File: src/rtl/reg_dump_streamer_pkg.sv
// reg_dump_streamer_pkg: shared widths and FSM encoding for the register dump streamer
package reg_dump_streamer_pkg;
    localparam int XLEN       = 32;
    localparam int REG_ADDR_W = 5;
    localparam int NUM_REGS   = 32;
    localparam logic [1:0] S_IDLE = 2'd0;
    localparam logic [1:0] S_RUN  = 2'd1;
    localparam logic [1:0] S_DONE = 2'd2;
endpackage

File: src/rtl/dump_out_stage.sv
// dump_out_stage: one-entry valid/ready output register with load enable and flush
module dump_out_stage
    import reg_dump_streamer_pkg::*;
(
    input  logic                  clk,
    input  logic                  rst,
    input  logic                  i_clr,
    input  logic                  i_load,
    input  logic [XLEN-1:0]       i_data,
    input  logic [REG_ADDR_W-1:0] i_index,
    input  logic                  i_last,
    input  logic                  i_ready,
    output logic                  o_valid,
    output logic [XLEN-1:0]       o_data,
    output logic [REG_ADDR_W-1:0] o_index,
    output logic                  o_last
);
    logic                  r_valid;
    logic [XLEN-1:0]       r_data;
    logic [REG_ADDR_W-1:0] r_index;
    logic                  r_last;

    always_ff @(posedge clk) begin
        if (rst) begin
            r_valid <= 1'b0;
            r_data  <= '0;
            r_index <= '0;
            r_last  <= 1'b0;
        end else if (i_clr) begin
            r_valid <= 1'b0;
        end else if (i_load) begin
            r_valid <= 1'b1;
            r_data  <= i_data;
            r_index <= i_index;
            r_last  <= i_last;
        end else if (r_valid && i_ready) begin
            r_valid <= 1'b0;
        end
    end

    assign o_valid = r_valid;
    assign o_data  = r_data;
    assign o_index = r_index;
    assign o_last  = r_last;
endmodule

File: src/rtl/reg_dump_streamer.sv
// reg_dump_streamer: walks a register-file index range and streams each value over valid/ready
module reg_dump_streamer
    import reg_dump_streamer_pkg::*;
(
    input  logic                  clk,
    input  logic                  rst,
    input  logic                  start,
    input  logic                  abort,
    input  logic [REG_ADDR_W-1:0] first_idx,
    input  logic [REG_ADDR_W-1:0] last_idx,
    output logic [REG_ADDR_W-1:0] rf_addr,
    input  logic [XLEN-1:0]       rf_data,
    output logic                  out_valid,
    input  logic                  out_ready,
    output logic [XLEN-1:0]       out_data,
    output logic [REG_ADDR_W-1:0] out_index,
    output logic                  out_last,
    output logic                  busy,
    output logic                  done
);
    logic [1:0]            r_state;
    logic [REG_ADDR_W:0]   r_ptr;
    logic [REG_ADDR_W-1:0] r_last_idx;
    logic                  w_run;
    logic                  w_exh;
    logic                  w_load;
    logic                  w_fire;

    // Extra pointer bit lets last_idx=31 run past the end without wrapping to 0
    assign w_run  = r_state == S_RUN;
    assign w_exh  = r_ptr > {1'b0, r_last_idx};
    assign w_fire = out_valid && out_ready;
    assign w_load = w_run && !abort && !w_exh && (!out_valid || out_ready);

    always_ff @(posedge clk) begin
        if (rst) begin
            r_state    <= S_IDLE;
            r_ptr      <= '0;
            r_last_idx <= '0;
        end else begin
            case (r_state)
                S_IDLE: if (start) begin
                    r_last_idx <= last_idx;
                    r_ptr      <= {1'b0, first_idx};
                    r_state    <= (first_idx <= last_idx) ? S_RUN : S_DONE;
                end
                S_RUN: begin
                    if (abort)
                        r_state <= S_IDLE;
                    else if (w_fire && out_last)
                        r_state <= S_DONE;
                    if (w_load)
                        r_ptr <= r_ptr + 1'b1;
                end
                default: r_state <= S_IDLE;
            endcase
        end
    end

    dump_out_stage u_out (
        .clk     (clk),
        .rst     (rst),
        .i_clr   (w_run && abort),
        .i_load  (w_load),
        .i_data  (rf_data),
        .i_index (r_ptr[REG_ADDR_W-1:0]),
        .i_last  (r_ptr[REG_ADDR_W-1:0] == r_last_idx),
        .i_ready (out_ready),
        .o_valid (out_valid),
        .o_data  (out_data),
        .o_index (out_index),
        .o_last  (out_last)
    );

    assign rf_addr = w_run ? r_ptr[REG_ADDR_W-1:0] : '0;
    assign busy    = w_run;
    assign done    = r_state == S_DONE;
endmodule
File: config.mk
export PLATFORM = sky130hd
export DESIGN_NAME = reg_dump_streamer
export DESIGN_NICKNAME = d
export VERILOG_FILES = /design/src/rtl/reg_dump_streamer_pkg.sv /design/src/rtl/dump_out_stage.sv /design/src/rtl/reg_dump_streamer.sv
export SDC_FILE = /design/constraint.sdc
export NUM_CORES = 1
export LEC_CHECK = 0
export ABC_AREA = 0
export CAP_MARGIN = 15
export CORE_ASPECT_RATIO = 2
export CORE_UTILIZATION = 30
export DETAILED_ROUTE_END_ITERATION = 8
export GPL_ROUTABILITY_DRIVEN = 0
export PLACE_DENSITY = 0.55
export SYNTH_ARGS = -nofsm -noshare
export SYNTH_HDL_FRONTEND = slang
export SYNTH_HIERARCHICAL = 1
export SYNTH_SLANG_ARGS = --single-unit
File: constraint.sdc
create_clock -name clk -period 2.8 [get_ports clk]
set_clock_uncertainty 0.2 [all_clocks]
set_input_delay 0.84 -clock clk [delete_from_list [all_inputs] [get_ports clk]]
set_output_delay 0.84 -clock clk [all_outputs]
set_load 0.1 [all_outputs]
Word level (Yosys, flattened, before mapping)
Cells that the tools add are included. W data, S select, Z words.

Flip-flop bits (word level): 52. Bits of input ports: 47. Logic and storage cells: 46.

Add/subtract/negate cells: 1. Magnitude comparators: 2. Equality and inequality tests: 6. Muxes and demuxes: 11. Bitwise logic cells: 1. Reduce and logical (&&, ||, !) cells: 18.

Operator list (number): $mux W6 (2); $pmux W6 S2 (1); $mux W2 (4); $add A6 B1 Y6 const B (1); $gt A6 B5 Y1 (1); $logic_and A1 B1 Y1 (6); $reduce_and A2 Y1 (3); $eq A5 B5 Y1 (1); $le A5 B5 Y1 (1); $mux W5 (1); $pmux W2 S2 (1); $reduce_bool A2 Y1 (2); $logic_not A1 Y1 (3); $ne A3 B2 Y1 const B (1); $reduce_and A3 Y1 (1); $eq A2 B1 Y1 const B (1); $eq A2 B2 Y1 const B (1); $logic_not A2 Y1 (1); $mux W1 (2); $ne A2 B1 Y1 const B (1); $ne A2 B2 Y1 const B (1); $reduce_or A2 Y1 (1); $logic_or A1 B1 Y1 (1); $not A1 Y1 (1).

Longest topological paths before layout
Word-level depth: 6. Gate-level depth with buffers: 10. Depth with buffers taken out: 8.

By module
Netlist, hierarchy kept.

By module, submodules not included: dump_out_stage (instances 1, cells an instance 177, area each 1839.3 um^2, seq. area each 780.7 um^2); reg_dump_streamer (instances 1, cells an instance 118, area each 963.4 um^2, seq. area each 260.2 um^2).

Worst setup path before layout
OpenSTA, ideal clock, no wires.

Path type: reg2out. Start point: reg r_state[1]. End point: out rf_addr[1]. Arrival time: 2.006 ns. Required time: 1.760 ns. Slack: -0.246 ns. Stages on the path, launching flop included: 4. Path buffers: 0. Cells stage by stage: dfxtp_1 > nand2b_4 > clkinv_1 > and2_1.

Longest elaborated chain between the ends: 2.

RTL lines: from (decl) (RTL line reg_dump_streamer.sv:21) `logic [1:0] r_state;`; from (signal assigned) (RTL line reg_dump_streamer.sv:45) `r_state <= (first_idx <= last_idx) ? S_RUN : S_DONE;`; $eq A2 B1 Y1 (RTL line reg_dump_streamer.sv:30) `assign w_run = r_state == S_RUN;`; net busy (RTL line reg_dump_streamer.sv:18) `output logic busy,`; $mux W5 (RTL line reg_dump_streamer.sv:75) `assign rf_addr = w_run ? r_ptr[REG_ADDR_W-1:0] : '0;`; to (decl) (RTL line reg_dump_streamer.sv:11) `output logic [REG_ADDR_W-1:0] rf_addr,`.

The timed path passes the listed nets, and every way through them passes these cells.

Worst setup path in the final report
Start point: in first_idx[2]. End point: reg r_state[1].

Longest elaborated chain between the ends: 4.

RTL lines: from (decl) (RTL line reg_dump_streamer.sv:9) `input logic [REG_ADDR_W-1:0] first_idx,`; $le A5 B5 Y1 (RTL line reg_dump_streamer.sv:45); $mux W2 (RTL line reg_dump_streamer.sv:45); $mux W2 (RTL line reg_dump_streamer.sv:42) `S_IDLE: if (start) begin`; $pmux W2 S2 (RTL line reg_dump_streamer.sv:41) `case (r_state)`.

Every way passes these cells. The select of a mux whose other input is x is not followed. A chain may end at the register's enable or synchronous reset.

==> results.ini <==
[outcome]
status=finished clean

[detailed_routing]
drt-wirelength-per-cell_um=16.4
viasPerCell=5.12
drt_pass1_iterations=4
drc=0
drtIter0Drc=134
wl_um=8190
final_antenna_net_count=0
num_vias=2552

[grt]
grt_pass1_wl_um=12800
use_met3_pct=2.83
use_met2_pct=31.9
antenna_found_initial=0
grt_pass1_vias=2543
use_met1_pct=16.8
grt.overflow.total=0
busiest_layer=met2
grt.total_usage_pct=16.6
grt_max_degree=54

[pwr]
seqPwrFrac_pct=37.7
leakage_nw=1.62
p_per_area_nw_per_um2=526
irDropWorstVdd_v=0.000240
internal_power_mw=1.42
p_switching_mw=0.755
p_total_mw=2.17
switching_share_pct=34.8
clkPwrFrac_pct=29.2
p_comb_share_pct=33.1

[worst_setup_path]
cpLargestDelayFamily=simple AND/OR/NAND/NOR gates
crit_slowest_cell=clkdlybuf4s50_1
crit_cells=7
crit_end=r_state[1]
cp-end-kind=register
worstReg2RegStart=r_ptr[4]
cp.required_ps=2800
setup.worst_path.start_class=input port
cp_slowest_stage_delay_ps=540
crit_buf_inv=1
ff2ff_setup_slack_ps=480
crit_fanout=2
r2r-end=r_ptr[0]
critical_path.cell_chain=clkdlybuf4s50_1 > ha_4 > and3_4 > a31oi_2 > o31ai_2 > or3b_4 > a2111oi_4
worst_ep_arrival_time_ps=2730
cp-startpoint=first_idx[2]
critPathKind=in -> reg
r2r_cells=7

[timing]
period_share_pct=97.8
tns_ps=0
setup-violations-final=0
max_freq_mhz=365
slew_headroom_pct=48.4
fin_crit_ps=2740
holdWs_ps=265
final_max_slew_viol_count=0
finalHoldViolations=0
tightest_slew_ps=775

[cts]
numCtsBuffers=5
holdBufCountCts=0
cts.sinks=52
clk_pin_slew_ps=70
clock_path_buffers=2
cts_htree_levels=2
clk_latency_ps=290
post_cts_buffers=0
cts_tree=built
clock-root-buffer=clkbuf_16

[logic_synthesis]
synth_cells=295
synthAdderAreaFrac_pct=4.91
ys_top_cells_by_area=dfxtp_1 37%, nand4bb_1 15%, nand2b_1 8.7%, ha_1 4.9%, o21ai_1 3.4%
syn_area_sq_um=2800
synth-simple-area-share_pct=33.7
yosysUniqueCellTypes=47
yosys.area.top_type=dfxtp_1
synth_top_family_by_area=simple AND/OR/NAND/NOR gates
synth_compound_area_share_pct=16.8
yosys_warnings=6
synth_top_area_share_pct=37.1
postSynthAreaPerCell_sq_um=9.50
synth_xor_xnor_area_share_pct=0
synth.area.mux_share_pct=0.714
synthArstFlopShare_pct=0
syn-num-nets=353
synth_top_flop_cell=dfxtp_1
ys_ff_latch=52
synth_edf_count=0
ys_seq_area_share_pct=37.1

[cells_and_area]
mostFrequentLayoutCells=61 x buf_4, 52 x dfxtp_1, 42 x clkdlybuf4s50_1
drive_gt1_share_pct=29.0
layout_commonest_cell=buf_4
multi_input_area_sq_um=1660
areaGrowthSynthToFinish_pct=47.2
antenna_cells=0
ff_latch_area_sq_um=1040
fillers=897
nets=453

[die]
core_sq_um=9010
die_y_um=139
ios=93
dieArea_sq_um=9760
num_rows=49
die_w_um=70.3
start_util_pct=31.1

[hold_path]
hold_class=reg -> reg

[place]
io_buffers=92
dp_hpwl_um=5900

[job]
maxCapViolCount=0

-- area by class of cell --
type / instances / share of cell area [%]
repair buffers: 116 / 26.7
well taps: 102 / 3.09
clock buffers: 7 / 3.46
multi-input cells: 208 / 40.2
inverters: 12 / 1.12
clock inverters: 1 / 0.182
flip-flops and latches: 52 / 25.2
-- sequential cells by signal, summed over array words and instances, names as in the netlist --
signal / cells
u_out/o_data: 32
r_ptr: 6
r_last_idx: 5
u_out/o_index: 5
r_state: 2
u_out/o_last: 1
u_out/o_valid: 1
-- power by group through the flow --
stage                     Clock [mW]  Combinational (mW)  Sequential, mW
after floorplan                    0               0.294           0.999
after global routing           0.689               0.769           0.823
final                          0.633               0.719           0.819
after global placement             0               0.699           0.835
after detailed placement           0               0.701           0.835
after CTS                      0.668               0.707           0.818
-- metrics by stage --
| step | std cells | cell area, sq um | utilization (%) | setup slack [ps] |
|---|---|---|---|---|
| floorplan | 295 | 2810 | - | 49.3 |
| global placement | 490 | 3890 | 43.2 | -376 |
| detailed placement | 490 | 3890 | 43.2 | -432 |
| CTS | 498 | 4050 | 44.9 | 13.6 |
| global route | 498 | 4130 | 45.8 | -9.98 |
| finish | 498 | 4130 | 45.8 | 62.8 |
-- tightest hold or removal path, cell delays in order (launching register included) --
cell      delay, ps
dfxtp_1         310
nand2b_1         60
o21ai_1          50
-- synthesized netlist by cell type (2+ instances only) --
cell       instances
inv_1             11
a211oi_1           2
o31ai_2            3
nor2_1            16
nor3_1             2
nand4bb_1         38
o21ai_0           13
and2_1             5
o21ai_1           19
buf_2              3
nor3b_1            2
nor2b_1            4
buf_6              6
nand2_1            2
o211ai_1           4
mux2i_1            2
dfxtp_1           52
clkbuf_2           2
ha_1              11
and3_1             4
buf_4              2
a21oi_1           10
nand2b_1          39
nand3_1            2
or3b_2             2
clkbuf_1           9
o21ai_2           10
-- routing by layer --
layer  vias up  routed length (um)
li1       1261                   -
met1      1208                2990
met2        72                4680
met3        11                 306
met4         0                 206
met5         -                   0
-- worst min path at each step --
| stage | startpoint | endpoint | depth (start not counted) |
|---|---|---|---|
| after floorplan | r_state[1] | r_state[1] | 1 |
| after global placement | u_out/o_data[18] | u_out/o_data[18] | 2 |
| after detailed placement | u_out/o_data[20] | u_out/o_data[20] | 2 |
| after CTS | u_out/o_data[20] | u_out/o_data[20] | 2 |
| after global routing | u_out/o_data[5] | u_out/o_data[5] | 2 |
| final | u_out/o_data[20] | u_out/o_data[20] | 2 |
-- kinds of logic after synthesis --
kind of cell	after synthesis
AO/OA/AOI/OAI	72
flip-flops	52
adder cells (fa/ha/maj)	11
AND/OR/NAND/NOR	123
buffers and inverters	35
multiplexers	2
-- repair_timing --
action,4_1_cts,5_1_grt
resized for setup,3,13
setup endpoints to repair,1,1
pin swaps,0,4
No activity file was read; power rests on OpenSTA's default activity.
